<file path="config.mk">
export PLATFORM = sky130hd
export DESIGN_NAME = imm_arbiter
export DESIGN_NICKNAME = d
export VERILOG_FILES = /design/src/rtl/imm_pkg.sv /design/src/rtl/ext.sv /design/src/rtl/imm_decode.sv /design/src/rtl/imm_arbiter.sv
export SDC_FILE = /design/constraint.sdc
export NUM_CORES = 1
export LEC_CHECK = 0
export BUFFER_PORTS_ARGS = -buffer_cell sky130_fd_sc_hd__buf_2
export CAP_MARGIN = 40
export CORE_UTILIZATION = 42
export CTS_BUF_LIST = sky130_fd_sc_hd__clkbuf_4 sky130_fd_sc_hd__clkbuf_8
export CTS_CLUSTER_DIAMETER = 60
export CTS_CLUSTER_SIZE = 25
export DETAILED_ROUTE_END_ITERATION = 8
export PLACE_DENSITY = 0.79
export SYNTH_ARGS = -nofsm -noshare
export SYNTH_HDL_FRONTEND = slang
export SYNTH_SLANG_ARGS = --single-unit
</file>
<file path="constraint.sdc">
create_clock -name clk -period 1.55 [get_ports clk]
set_input_delay 0.31 -clock clk [delete_from_list [all_inputs] [get_ports clk]]
set_output_delay 0.31 -clock clk [all_outputs]
set_load 0.005 [all_outputs]
</file>
<file path="src/rtl/imm_pkg.sv">
// imm_pkg: shared constants for the immediate-extender arbiter.
//   - EXT_* : 2-bit extender operation codes
//   - OPC_* : MIPS-I primary opcodes (instr[31:26]) that carry an immediate
//   - PORT_*: requester indices (decode stage, branch-target precompute)
package imm_pkg;

   localparam logic [1:0] EXT_SIGN = 2'b00;
   localparam logic [1:0] EXT_ZERO = 2'b01;
   localparam logic [1:0] EXT_LUI  = 2'b10;
   localparam logic [1:0] EXT_BR   = 2'b11;

   localparam logic [5:0] OPC_REGIMM = 6'b000001;
   localparam logic [5:0] OPC_BEQ    = 6'b000100;
   localparam logic [5:0] OPC_BNE    = 6'b000101;
   localparam logic [5:0] OPC_BLEZ   = 6'b000110;
   localparam logic [5:0] OPC_BGTZ   = 6'b000111;
   localparam logic [5:0] OPC_ADDI   = 6'b001000;
   localparam logic [5:0] OPC_ADDIU  = 6'b001001;
   localparam logic [5:0] OPC_SLTI   = 6'b001010;
   localparam logic [5:0] OPC_SLTIU  = 6'b001011;
   localparam logic [5:0] OPC_ANDI   = 6'b001100;
   localparam logic [5:0] OPC_ORI    = 6'b001101;
   localparam logic [5:0] OPC_XORI   = 6'b001110;
   localparam logic [5:0] OPC_LUI    = 6'b001111;
   localparam logic [5:0] OPC_LB     = 6'b100000;
   localparam logic [5:0] OPC_LH     = 6'b100001;
   localparam logic [5:0] OPC_LW     = 6'b100011;
   localparam logic [5:0] OPC_LBU    = 6'b100100;
   localparam logic [5:0] OPC_LHU    = 6'b100101;
   localparam logic [5:0] OPC_SB     = 6'b101000;
   localparam logic [5:0] OPC_SH     = 6'b101001;
   localparam logic [5:0] OPC_SW     = 6'b101011;

   localparam logic PORT_DEC = 1'b0;
   localparam logic PORT_BR  = 1'b1;

endpackage

</file>
<file path="src/rtl/ext.sv">
// ext: 16-to-32 bit immediate extender.
//   imm in  16  raw immediate field
//   op  in  2   EXT_SIGN / EXT_ZERO / EXT_LUI / EXT_BR
//   y   out 32  extended immediate
module ext
   import imm_pkg::*;
(
   input  logic [15:0] imm,
   input  logic [1:0]  op,
   output logic [31:0] y
);

   always_comb begin
      y = {{16{imm[15]}}, imm};
      case (op)
         EXT_ZERO: y = {16'h0000, imm};
         EXT_LUI:  y = {imm, 16'h0000};
         EXT_BR:   y = {{14{imm[15]}}, imm, 2'b00};
         default:  y = {{16{imm[15]}}, imm};
      endcase
   end

endmodule

</file>
<file path="src/rtl/imm_decode.sv">
// imm_decode: combinational opcode classifier.
//   opcode  in  6  instr[31:26]
//   op      out 2  extender operation (EXT_*)
//   illegal out 1  opcode has no immediate form (op reads EXT_SIGN)
module imm_decode
   import imm_pkg::*;
(
   input  logic [5:0] opcode,
   output logic [1:0] op,
   output logic       illegal
);

   always_comb begin
      op      = EXT_SIGN;
      illegal = 1'b0;
      case (opcode)
         OPC_ADDI, OPC_ADDIU, OPC_SLTI, OPC_SLTIU,
         OPC_LB, OPC_LH, OPC_LW, OPC_LBU, OPC_LHU,
         OPC_SB, OPC_SH, OPC_SW:                     op = EXT_SIGN;
         OPC_ANDI, OPC_ORI, OPC_XORI:                op = EXT_ZERO;
         OPC_LUI:                                    op = EXT_LUI;
         OPC_BEQ, OPC_BNE, OPC_BLEZ, OPC_BGTZ,
         OPC_REGIMM:                                 op = EXT_BR;
         default:                                    illegal = 1'b1;
      endcase
   end

endmodule

</file>
<file path="src/rtl/imm_arbiter.sv">
// imm_arbiter: shares one immediate extender between two requesters and
// returns the result through a one-entry registered valid/ready channel.
//   clk, reset_n            clock, asynchronous active-low reset
//   ReqValid[1:0]/ReqReady  per-port request handshake (0 = decode, 1 = branch)
//   ReqInstr0/ReqInstr1     raw 32-bit instructions
//   RspValid/RspReady       response handshake
//   RspId, RspData, RspIllegal  granted port, extended immediate, no-immediate flag
// Build option: IMM_ARB_RR_EN selects round-robin tie breaking; without it
// port 0 always wins ties and no pointer register exists.
module imm_arbiter
   import imm_pkg::*;
(
   input  logic        clk,
   input  logic        reset_n,
   input  logic [1:0]  ReqValid,
   input  logic [31:0] ReqInstr0,
   input  logic [31:0] ReqInstr1,
   output logic [1:0]  ReqReady,
   output logic        RspValid,
   input  logic        RspReady,
   output logic        RspId,
   output logic [31:0] RspData,
   output logic        RspIllegal
);

   logic [1:0]  grant;
   logic        sel_id;
   logic [31:0] instr_sel;
   logic [1:0]  dec_op;
   logic        dec_illegal;
   logic [31:0] ext_y;
   logic        can_load;
   logic        req_hs;
   logic        rsp_hs;
   logic        unused_instr_bits;

   logic        rsp_valid_q,   rsp_valid_d;
   logic        rsp_id_q,      rsp_id_d;
   logic [31:0] rsp_data_q,    rsp_data_d;
   logic        rsp_illegal_q, rsp_illegal_d;

`ifdef IMM_ARB_RR_EN
   // Index of the port granted on the last request handshake.
   logic ptr_q, ptr_d;

   always_comb begin
      grant = ReqValid;
      if (ReqValid == 2'b11)
         grant = (ptr_q == PORT_BR) ? 2'b01 : 2'b10;
   end

   always_comb begin
      ptr_d = ptr_q;
      if (req_hs)
         ptr_d = sel_id;
   end

   always_ff @(posedge clk or negedge reset_n) begin
      if (!reset_n) ptr_q <= PORT_BR;
      else          ptr_q <= ptr_d;
   end
`else
   always_comb begin
      grant = ReqValid;
      if (ReqValid == 2'b11)
         grant = 2'b01;
   end
`endif

   // grant is one-hot or zero, so bit 1 is the granted port index.
   assign sel_id    = grant[1];
   assign instr_sel = sel_id ? ReqInstr1 : ReqInstr0;
   assign unused_instr_bits = ^instr_sel[25:16];

   imm_decode u_decode (
      .opcode  (instr_sel[31:26]),
      .op      (dec_op),
      .illegal (dec_illegal)
   );

   ext u_ext (
      .imm (instr_sel[15:0]),
      .op  (dec_op),
      .y   (ext_y)
   );

   // The register may load when empty or being drained this cycle.
   assign can_load = !rsp_valid_q || RspReady;
   assign ReqReady = grant & {2{can_load}};
   assign req_hs   = |grant && can_load;
   assign rsp_hs   = rsp_valid_q && RspReady;

   always_comb begin
      rsp_valid_d   = rsp_valid_q;
      rsp_id_d      = rsp_id_q;
      rsp_data_d    = rsp_data_q;
      rsp_illegal_d = rsp_illegal_q;
      if (req_hs) begin
         rsp_valid_d   = 1'b1;
         rsp_id_d      = sel_id;
         rsp_data_d    = dec_illegal ? 32'h0 : ext_y;
         rsp_illegal_d = dec_illegal;
      end else if (rsp_hs) begin
         rsp_valid_d   = 1'b0;
      end
   end

   always_ff @(posedge clk or negedge reset_n) begin
      if (!reset_n) begin
         rsp_valid_q   <= 1'b0;
         rsp_id_q      <= PORT_DEC;
         rsp_data_q    <= 32'h0;
         rsp_illegal_q <= 1'b0;
      end else begin
         rsp_valid_q   <= rsp_valid_d;
         rsp_id_q      <= rsp_id_d;
         rsp_data_q    <= rsp_data_d;
         rsp_illegal_q <= rsp_illegal_d;
      end
   end

   assign RspValid   = rsp_valid_q;
   assign RspId      = rsp_id_q;
   assign RspData    = rsp_data_q;
   assign RspIllegal = rsp_illegal_q;

endmodule

</file>
# Word level (Yosys, flattened, before mapping)
# Cells that the tools add are included.
# totals
ff_bits	35
in_bits	69
output_inout_bits	37
# op_classes
eq_ne	25
muxes	8
bitwise	1
n_reduce_logical	9
# ops
operator	n
$pmux 32 s3	1
$mux 32	2
$eq 6x4->1 const B	8
$eq 6x6->1 const B	8
$eq 6x3->1 const B	4
$reduce_or 21->1	1
$eq 2x2->1 const B	3
$eq 6x1->1 const B	1
$pmux 2 s3	1
$reduce_or 5->1	1
$mux 1	3
$reduce_or 3->1	1
$and 2x2->2	1
$eq 2x1->1 const B	1
$logic_and 1x1->1	2
$mux 2	1
$reduce_bool 2->1	1
$reduce_or 2->1	1
$logic_not 1->1	1
$logic_or 1x1->1	1

# Longest topological paths before layout
# Gate-level depths: netlist (run 1).
# depth
depth_word	9
ltp_mapped	9
depth_no_buf	6

# Hierarchy
# A second synthesis (run 1) with hierarchy kept.
# hier_totals
cells_unflattened	261
hier_area_um2	2806.4
# by_module_without_submodules
module	n_inst	cells_each	area_per_inst_um2
imm_arbiter	1	185	2197.1
ext	1	60	511.7
imm_decode	1	16	97.6

# Worst setup path after synthesis (run 1)
# Ideal clock, no wire load.
# synth_timing
path_kind	input port to flip-flop
from	in ReqValid[0]
to	reg rsp_data_q[22] (netlist: RspData[22])
setup_ps	121
arrival_ps	1836
required_time_ps	1429
setup_slack_ps	-407
path_stages	8
n_path_buf	3
cell_sequence	buf_6 and2b_1 buf_4 mux2i_1 a21oi_1 o21a_2 buf_6 a22o_1
# synth_via
elab_chain_cells	9
word_cells_on_any_way	35
classes_between	eq/ne (25); mux (5); reduce/logical (5)
# synth_lines
item	line_no	text
from (decl)	imm_arbiter.sv:15	input logic [1:0] ReqValid,
$eq 2x2->1	imm_arbiter.sv:65	if (ReqValid == 2'b11)
$mux 2 *	imm_arbiter.sv:65	
$mux 32	imm_arbiter.sv:72	assign instr_sel = sel_id ? ReqInstr1 : ReqInstr0;
$eq 6x3->1 (tied with other cells)	imm_decode.sv:16	case (opcode)
$reduce_or 5->1 / $reduce_or 3->1 (equally long branches)	-	
$pmux 2 s3	imm_decode.sv:16	
$eq 2x2->1 / $eq 2x1->1 (equally long branches)	ext.sv:15	case (op)
$pmux 32 s3	ext.sv:15	
$mux 32	imm_arbiter.sv:101	rsp_data_d = dec_illegal ? 32'h0 : ext_y;
to (signal assigned)	imm_arbiter.sv:117	rsp_data_q <= rsp_data_d;
to (decl)	imm_arbiter.sv:39	logic [31:0] rsp_data_q, rsp_data_d;
# Mark *: on every way between the ends. The rest lies on a longest branch, timed or not.
# A chain may end at the register's enable or synchronous reset.

# Worst setup path in the final report (run 1)
# layout_timing
from	in ReqValid[0]
to	reg rsp_data_q[24] (netlist: RspData[24])
# The elaborated chain is that of the path after synthesis.

==> flow_metrics.tcl, run 1 <==
set metrics [dict create \
    status "complete, but fails checks" \
    violations "design-rule violations, negative setup slack" \
    detail-route-antenna-nets 0 \
    antenna_found_initial 0 \
    drt-pass1-iter-count 6 \
    hold_violations 0 \
    cp_common_cell "buf_6" \
    synthMuxAreaShare_pct 10.8 \
    post_synth_xor_area_fraction_pct 0 \
    vdd_drop_max_uv 603 \
    dominantRegCellSynth "dfrtp_1" \
    clk_latency_ps 300 \
    synth_top_family_by_area "compound AO/OA/AOI/OAI gates" \
    synth_compound_area_share_pct 26.6 \
    met1_usage_pct 40.0 \
    rsz0062_at_grt "true" \
    cts-htree-levels 2 \
    vias_per_cell 5.97 \
    antennaDiodeCount 0 \
    max_stage_delay_ps 270 \
    finalCriticalPeriod_ps 1760 \
    slowest_stage "a221oi_4" \
    maxSlewHeadroom_pct 64.4 \
    final_cell_count_no_fill 371 \
    num_vias 2216 \
    yosys.area_share.simple_pct 12.9 \
    synth-seq-area-share_pct 44.3 \
    clk_pin_slew_ps 80 \
    start_util_pct 44.5 \
    utilization_pct 74.4 \
    ys_types 41 \
    finalPower_mw 2.71 \
    row_count 24 \
    first_iter_violations 226 \
    die_area_um2 4990 \
    postSynth.asyncResetShare_pct 100 \
    grt_pass1_wl_mm 11.2 \
    cts_tree "done" \
    numCtsBuffers 5 \
    synth_area_um2 1980 \
    nets 387 \
    setup_viol 33 \
    setup_tns_ps -5020 \
    timing.fmax_ghz 0.567 \
    dp_cells 345 \
    cts_root_buf "clkbuf_8" \
    grt-ovfl-total 0 \
    worst_pin_slew_ps 529 \
    die_w_um 70.6 \
    ys_seq_elements 35 \
    regArea_um2 876 \
    clock_sinks 35 \
    cp.arrival_ps 1950 \
    reg2regPathDepth 6 \
    cts.path.max_buffers 2 \
    grt_busiest_layer "met2" \
    crit_fanout 7 \
    cp.required_ps 1740 \
    hpwlAfterDp_mm 4.06 \
    syn_inst 182 \
    endpoint_kind "flop" \
    finalCritPeriodShare_pct 114 \
    gr-usage-all-layers_pct 29.4 \
    nFillCells 276 \
    die_h_um 70.6 \
    multiInputGateArea_um2 1310 \
    path_class "in -> reg" \
    leakagePower_nw 1.58 \
    yosys_warnings 0 \
    boundaryPins 106 \
    area.growth.synth_to_final_pct 67.3 \
    setup_ws_ps -214 \
    grtUsageMet3_pct 5.98 \
    timing.reg2reg.setup_slack_ps 0 \
    grt_use_met2_pct 45.5 \
    cts_hold_buf 0 \
    report.final.slew_viol_count 0 \
    power_density_nw_per_um2 820 \
    crit_chain "buf_8 > nand2b_4 > buf_6 > buf_4 > nand3b_1 > o221ai_4 > a221oi_4 > buf_6 > buf_12 > o21ai_0 > a22o_1" \
    grt_max_degree 36 \
    min_path_type "in -> async" \
    skew_ps 3.55 \
    worst_setup_path_start_kind "input port" \
    synth_edf_count 0 \
    syn-num-nets 251 \
    grt_pass1_vias 2129 \
    drive_above_1_share_pct 62.4 \
    drc 6 \
    syn_area_per_cell_um2 10.9 \
    gp_congestion 0.866 \
    synthAdderAreaFrac_pct 0 \
    coreArea_um2 4440 \
    wl_mm 7.70 \
    numPortBuffers 85 \
    maxCapViolCount 0 \
    wire_per_inst_um 20.8 \
]
## cells in the final DEF (no fill, tap or decap), types with 4 or more instances in the layout
master / instances
buf_2: 83
buf_6: 9
inv_1: 4
nor2_1: 4
clkbuf_8: 7
nand2_1: 21
nand3_4: 4
mux2i_1: 14
buf_12: 4
o21ai_2: 10
dfrtp_1: 35
o221ai_2: 14
a22o_1: 16
o21ai_1: 7
buf_4: 40
## registers in the layout, summed over array words and instances, names as in the netlist
signal,flops
RspData,32
RspId,1
RspIllegal,1
RspValid,1
## layer usage
layer / vias to the layer above / part of all wire [%]
li1: 973 / -
met1: 1089 / 40
met2: 130 / 50
met3: 24 / 7.9
met4: 0 / 3.0
met5: - / 0
## final cells by class
class / instances / share of cell area [%]
clock buffer: 7 / 2.91
clock inverter: 1 / 0.227
inverter: 4 / 0.454
multi-input combinational: 134 / 39.6
sequential: 35 / 26.5
tap: 52 / 1.97
timing repair buffer: 138 / 28.3
## power by group
part	switching, mW	internal [mW]
Combinational	0.431	0.428
Clock	0.371	0.405
Sequential	0.0630	1.01
Total	0.864	1.85
## stage by stage
stage	setup WS, ps	hold slack (ps)	area, um^2
2_1_floorplan	-403	14.4	1990
6_report	-214	33.8	3310
3_5_place_dp	-545	369	2710
5_1_grt	-287	64.3	3310
4_1_cts	-145	63.5	3110
3_3_place_gp	-491	362	2710
## final timing paths
| path | start | end |
|---|---|---|
| setup / recovery | ReqValid[0] | RspData[24]$_DFFE_PN0P_ |
| hold / removal | reset_n | RspData[17]$_DFFE_PN0P_ |
| setup reg to reg | RspValid$_DFFE_PN0P_ | RspData[12]$_DFFE_PN0P_ |
| hold reg to reg | RspId$_DFFE_PN0P_ | RspId$_DFFE_PN0P_ |
| max in group asynchronous | reset_n | RspData[14]$_DFFE_PN0P_ |
| min in group clk | ReqValid[1] | RspValid$_DFFE_PN0P_ |
## synth_stat cells (2+ instances only)
master    count  area (um^2)
dfrtp_1      35          876
nand2_1      22         82.6
mux2i_1      18          180
a22o_1       16          140
o221ai_1     14          123
o21ai_1      13         65.1
o21ai_0       6         30.0
buf_6         5         56.3
a21oi_1       4         20.0
inv_1         4         15.0
nor2_1        4         15.0
and2_1        3         18.8
buf_2         3         15.0
clkbuf_1      3         11.3
nand2b_1      3         18.8
nand3_2       2         20.0
o31ai_1       2         15.0
or3_1         2         12.5
## logic make-up after synthesis
| kind of cell | count (synthesis) |
|---|---|
| AOI/OAI and AO/OA | 65 |
| muxes | 20 |
| buffers and inverters | 16 |
| and+or+nand+nor | 46 |
| DFF | 35 |
## worst max-delay path, delay by kind of cell
kind	cells	cell delay, ps
compound gates	4	680
buf+inv	5	650
simple gates	2	310
## what timing repair did
| item | 4_1_cts | 5_1_grt |
|---|---|---|
| gates resized for setup | 40 | 31 |
| cloned | 3 | 1 |
| pin swaps | 16 | 29 |
| setup buffers | 7 | 8 |
| endpoints found under the setup margin | 33 | 34 |
(Power assumes the default switching activity.)
==> inputs of run 2 (changes only) <==
Settings changed: CAP_MARGIN 40 to not set, CORE_ASPECT_RATIO set to 0.75.
==> flow_metrics.tcl, run 2 (same netlist as run 1, synthesis figures left out) <==
set metrics [dict create \
    status "complete, but fails checks" \
    violations "negative setup slack" \
    numCtsBuffers 5 \
    die_area_um2 4990 \
    pwr-share-comb_pct 32.5 \
    p_switching_mw 0.811 \
    seq_power_share_pct 41.2 \
    grt_pass1_wl_mm 10.3 \
    reg2reg_to "RspData[27]$_DFFE_PN0P_" \
    num_vias 2132 \
    clockPowerShare_pct 26.2 \
    area.growth.synth_to_final_pct 66.0 \
    gr-usage-all-layers_pct 29.3 \
    drive_above_1_share_pct 59.1 \
    clk_pin_slew_ps 70 \
    row_count 21 \
    path_buf_inv 3 \
    setup_viol 33 \
    antennaDiodeCount 0 \
    min_path_type "in -> async" \
    slowest_stage "a221oi_4" \
    critPathTopFamily "compound AO/OA/AOI/OAI gates" \
    cp-endpoint "RspData[27]$_DFFE_PN0P_" \
    crit_chain "buf_8 > nand2b_4 > mux2i_4 > buf_6 > or2_4 > a221oi_4 > buf_12 > o21ai_1 > a22o_1" \
    path_depth 9 \
    place_area_um2 2780 \
    r2r-start "RspValid$_DFFE_PN0P_" \
    endpoint_kind "flop" \
    largest_register_ffs 32 \
    cts_root_buf "clkbuf_8" \
    cp.required_ps 1730 \
    worst_setup_path_start_kind "input port" \
    wire_per_inst_um 18.4 \
    detail-route-antenna-nets 0 \
    max_stage_delay_ps 300 \
    leakagePower_nw 1.60 \
    report.final.slew_viol_count 0 \
    first_iter_violations 159 \
    setup_ws_ps -237 \
    start_util_pct 44.0 \
    power.internal_mw 1.80 \
    die_w_um 81.2 \
    critPathLaunch "ReqValid[0]" \
    drt-pass1-iter-count 5 \
    mostFrequentLayoutCell "buf_2" \
    reg2regPathDepth 6 \
    grt-ovfl-total 0 \
    power_density_nw_per_um2 797 \
    worst_pin_slew_ps 484 \
    coreArea_um2 4490 \
    stdcell_area_um2 3280 \
    clk_latency_ps 300 \
    numPortBuffers 85 \
    wl_mm 6.92 \
    maxSlewHeadroom_pct 67.4 \
    vdd_drop_max_uv 483 \
    cp.arrival_ps 1970 \
    skew_ps 5.69 \
    timing.reg2reg.setup_slack_ps -130 \
    cts-htree-levels 2 \
    hold_violations 0 \
    drc 0 \
    timing.fmax_ghz 0.560 \
    cts.path.max_buffers 2 \
    clock_sinks 35 \
    path_class "in -> reg" \
    gp_congestion 0.855 \
    hpwlAfterDp_mm 4.38 \
    nets 388 \
    finalCriticalPeriod_ps 1790 \
    grt_pass1_vias 1994 \
    crit_fanout 14 \
    vias_per_cell 5.66 \
    grt_max_degree 36 \
    rsz0062_at_grt "true" \
    cts_tree "done" \
    antenna_found_initial 0 \
    final_cell_mix "83 x buf_2, 42 x buf_4, 35 x dfrtp_1" \
    swShare_pct 31.0 \
    finalPower_mw 2.62 \
    setup_tns_ps -5840 \
    die_h_um 61.4 \
    maxCapViolCount 0 \
    boundaryPins 106 \
    finalCritPeriodShare_pct 115 \
    dp_worst_setup_slack_ps -584 \
]
-- run 2: cell types whose count changed in the layout (fill, tap and decap cells not counted), moves of 3 or more --
cell      previous run  this run
o21ai_2             10         3
o21ai_1              7        12
o221ai_2            14        10
o221ai_4             1         5
mux2i_1             14        17
-- run 2: worst min path at each step --
stage / from / endpoint / slack (ps) / cells after the start
3_5_place_dp: reset_n / RspData[19]$_DFFE_PN0P_ / 360 / 2
5_1_grt: reset_n / RspData[14]$_DFFE_PN0P_ / 70 / 2
6_report: reset_n / RspData[19]$_DFFE_PN0P_ / 30 / 2
2_1_floorplan: reset_n / RspData[0]$_DFFE_PN0P_ / 10 / 0
4_1_cts: reset_n / RspData[14]$_DFFE_PN0P_ / 50 / 2
3_3_place_gp: reset_n / RspData[21]$_DFFE_PN0P_ / 360 / 2
-- run 2: through the flow --
stage                     instances  util, %  hold slack [ps]
after floorplan                 182        -             14.4
after global placement          358     61.8              359
after detailed placement        358     61.8              364
after CTS                       374     70.5             51.1
after global routing            377     73.0             68.1
final                           377     73.0             30.7
-- run 2: cell type report --
cell class                      count  area [um^2]
Sequential cell                    35          876
Tap cell                           57         71.3
Inverter                            4         15.0
Fill cell                         277         1210
Timing Repair Buffer              141          975
Clock inverter                      1         5.00
Multi-Input combinational cell    132         1260
Clock buffer                        7         83.8
-- run 2: repair_timing --
item                                   CTS  global route
hold buffers                             0             0
pin swaps                               10             4
setup buffers                            8             3
setup endpoints to repair               33            34
endpoints found under the hold margin    0             0
gates cloned                             2             0
resized for setup                       44            13
-- run 2: layer usage --
layer / up-vias / track usage, % / part of all wire, %
li1: 975 / - / -
met1: 1033 / 39.2 / 43
met2: 103 / 44.1 / 47
met3: 21 / 9.04 / 7.7
met4: 0 / 13.8 / 2.4
met5: - / 0 / 0
-- run 2: power by group through the flow --
stage	logic (mW)	registers (mW)	clock network (mW)
finish	0.851	1.08	0.686
global route	0.915	1.09	0.739
CTS	0.784	1.07	0.679
detailed placement	0.665	1.09	0
global placement	0.646	1.09	0
floorplan	0.287	1.09	0
==> inputs of run 3 (changes only) <==
Settings changed: ABC_AREA set to 1, CORE_UTILIZATION 42 to 45, PLACE_DENSITY 0.79 to 0.77.
Clock period 1.55 ns to 2.1 ns, I/O delays scaled along.
==> flow_metrics.tcl, run 3 <==
set metrics [dict create \
    yosys-top-cells-count "153 x nand2_1, 89 x nand3_1, 35 x dfrtp_1" \
    yosysTopAreaCellShare_pct 36.9 \
    grt_max_degree 37 \
    skew_ps 1.50 \
    report.final.slew_viol_count 0 \
    post_synth_xor_area_fraction_pct 0 \
    cts.repair.resized 0 \
    worst_setup_path_start_kind "input port" \
    dominantRegCellSynth "dfrtp_1" \
    synth-seq-area-share_pct 36.9 \
    synth_top_family_by_area "simple AND/OR/NAND/NOR gates" \
    synth_compound_area_share_pct 1.84 \
    num_vias 2482 \
    hpwlAfterDp_mm 4.50 \
    grt_pass1_wl_mm 10.5 \
    setup_ws_ps 382 \
    drc 0 \
    crit_chain "buf_2 > inv_2 > nand2_4 > nand2_1 > nand2_1 > nand2_2 > inv_2 > nand2_2 > nand2_1 > inv_1 > nand3_1 > nand2_1" \
    cp_common_cell "nand2_1" \
    numPortBuffers 85 \
    synth_edf_count 0 \
    numCtsBuffers 5 \
    grt-ovfl-total 0 \
    mostFrequentLayoutCell "nand2_1" \
    synth_area_leaders "dfrtp_1 37%, nand2_1 24%, nand3_1 19%" \
    setup_viol 0 \
    grt_pass1_vias 2245 \
    maxCapViolCount 0 \
    post-synth-top-area-cell "dfrtp_1" \
    yosys.area_share.simple_pct 51.9 \
    detail-route-antenna-nets 0 \
    vdd_drop_max_uv 316 \
    cp.required_ps 2280 \
    path_depth 12 \
    power_density_nw_per_um2 627 \
    largest_register_ffs 32 \
    die_h_um 64.9 \
    ys_types 24 \
    gp_congestion 0.860 \
    finalCriticalPeriod_ps 1720 \
    post_cts_buffers 0 \
    crit_fanout 16 \
    ys_seq_elements 35 \
    boundaryPins 106 \
    drive_above_1_share_pct 29.8 \
    start_util_pct 47.7 \
    die_area_um2 5580 \
    row_count 22 \
    area.growth.synth_to_final_pct 21.2 \
    antennaDiodeCount 0 \
    gr-usage-all-layers_pct 24.1 \
    reg2reg_to "RspData[31]$_DFFE_PN0P_" \
    wire_per_inst_um 12.6 \
    yosysMostFrequentCell "nand2_1" \
    setup_tns_ps 0 \
    first_iter_violations 198 \
    endpoint_kind "flop" \
    antenna_found_initial 0 \
    timing.reg2reg.setup_slack_ps 640 \
    r2r-start "RspValid$_DFFE_PN0P_" \
    drt-pass1-iter-count 5 \
    slowest_stage "inv_2" \
    cp.arrival_ps 1900 \
    nets 489 \
    cts_root_buf "clkbuf_8" \
    rsz0062_at_grt "false" \
    clk_latency_ps 280 \
    reg2regPathDepth 9 \
    coreArea_um2 4980 \
    cts_hold_buf 0 \
    finalCritPeriodShare_pct 81.8 \
    synth_area_um2 2380 \
    synthAdderAreaFrac_pct 0 \
    max_stage_delay_ps 250 \
    yosys_warnings 0 \
    min_path_type "in -> async" \
    die_w_um 85.9 \
    cts_tree "done" \
    leakagePower_nw 1.71 \
    syn_area_per_cell_um2 6.95 \
    clk_pin_slew_ps 70 \
    timing.fmax_ghz 0.582 \
    synthMuxAreaShare_pct 0 \
    postSynth.asyncResetShare_pct 100 \
    path_class "in -> reg" \
    worst_pin_slew_ps 743 \
    final_cell_mix "153 x nand2_1, 89 x nand3_1, 85 x buf_2" \
    maxSlewHeadroom_pct 50.5 \
    cts-htree-levels 2 \
    syn-num-nets 411 \
    syn_inst 342 \
    nFillCells 465 \
    wl_mm 6.22 \
    path_buf_inv 4 \
    dp_worst_setup_slack_ps 104 \
    clock_sinks 35 \
    utilization_pct 57.8 \
    status "completed" \
    hold_violations 0 \
    cts.path.max_buffers 2 \
    critPathTopFamily "simple AND/OR/NAND/NOR gates" \
    vias_per_cell 5.04 \
]
[run 3: cell count changes after synthesis, sizes merged, moves of 12 or more]
cell | previous run | this run
a22o | 16 | 0
inv | 4 | 16
mux2i | 19 | 0
nand2 | 22 | 164
nand3 | 3 | 90
o21ai | 19 | 3
o221ai | 15 | 0
[run 3: final cells by class]
type                    count  area (um^2)  share of cell area (%)
clock inverters             1         5.00                   0.174
multi-input cells         270         1280                    44.3
well taps                  72         90.1                    3.13
flip-flops and latches     35          876                    30.4
repair buffers             92          490                    17.0
clock buffers               6         82.6                    2.87
inverters                  16         60.1                    2.09
[run 3: how the worst max path moves through the flow]
stage	endpoint	slack, ps	startpoint
6_report	RspData[0]$_DFFE_PN0P_	380	ReqValid[0]
5_1_grt	RspData[2]$_DFFE_PN0P_	210	ReqValid[0]
4_1_cts	RspData[3]$_DFFE_PN0P_	410	ReqValid[0]
3_5_place_dp	RspData[3]$_DFFE_PN0P_	100	ReqValid[0]
3_3_place_gp	RspData[3]$_DFFE_PN0P_	140	ReqValid[0]
2_1_floorplan	RspData[10]$_DFFE_PN0P_	460	ReqValid[1]
[run 3: logic make-up after synthesis]
family / Yosys count
buffers and inverters: 37
AND/OR/NAND/NOR: 265
AO/OA/AOI/OAI: 5
flip-flops: 35
[run 3: stage by stage]
step	total power, mW	area (um^2)	hold slack [ps]	instances
2_1_floorplan	1.13	2380	124	342
3_3_place_gp	1.32	2790	458	485
3_5_place_dp	1.33	2790	462	485
4_1_cts	1.81	2880	215	492
5_1_grt	1.91	2880	259	492
6_report	1.80	2880	191	492
[run 3: report_power, final]
group / switching (mW) / internal [mW]
Combinational: 0.313 / 0.203
Clock: 0.229 / 0.257
Sequential: 0.0454 / 0.758
Total: 0.588 / 1.22
[run 3: routing by layer]
metal,vias up,global-route usage (%),part of all wire [%]
met3,12,4.46,6.5
met1,1137,34.1,48
li1,1248,-,-
met5,-,0,0
met4,0,6.88,1.3
met2,85,37.6,44
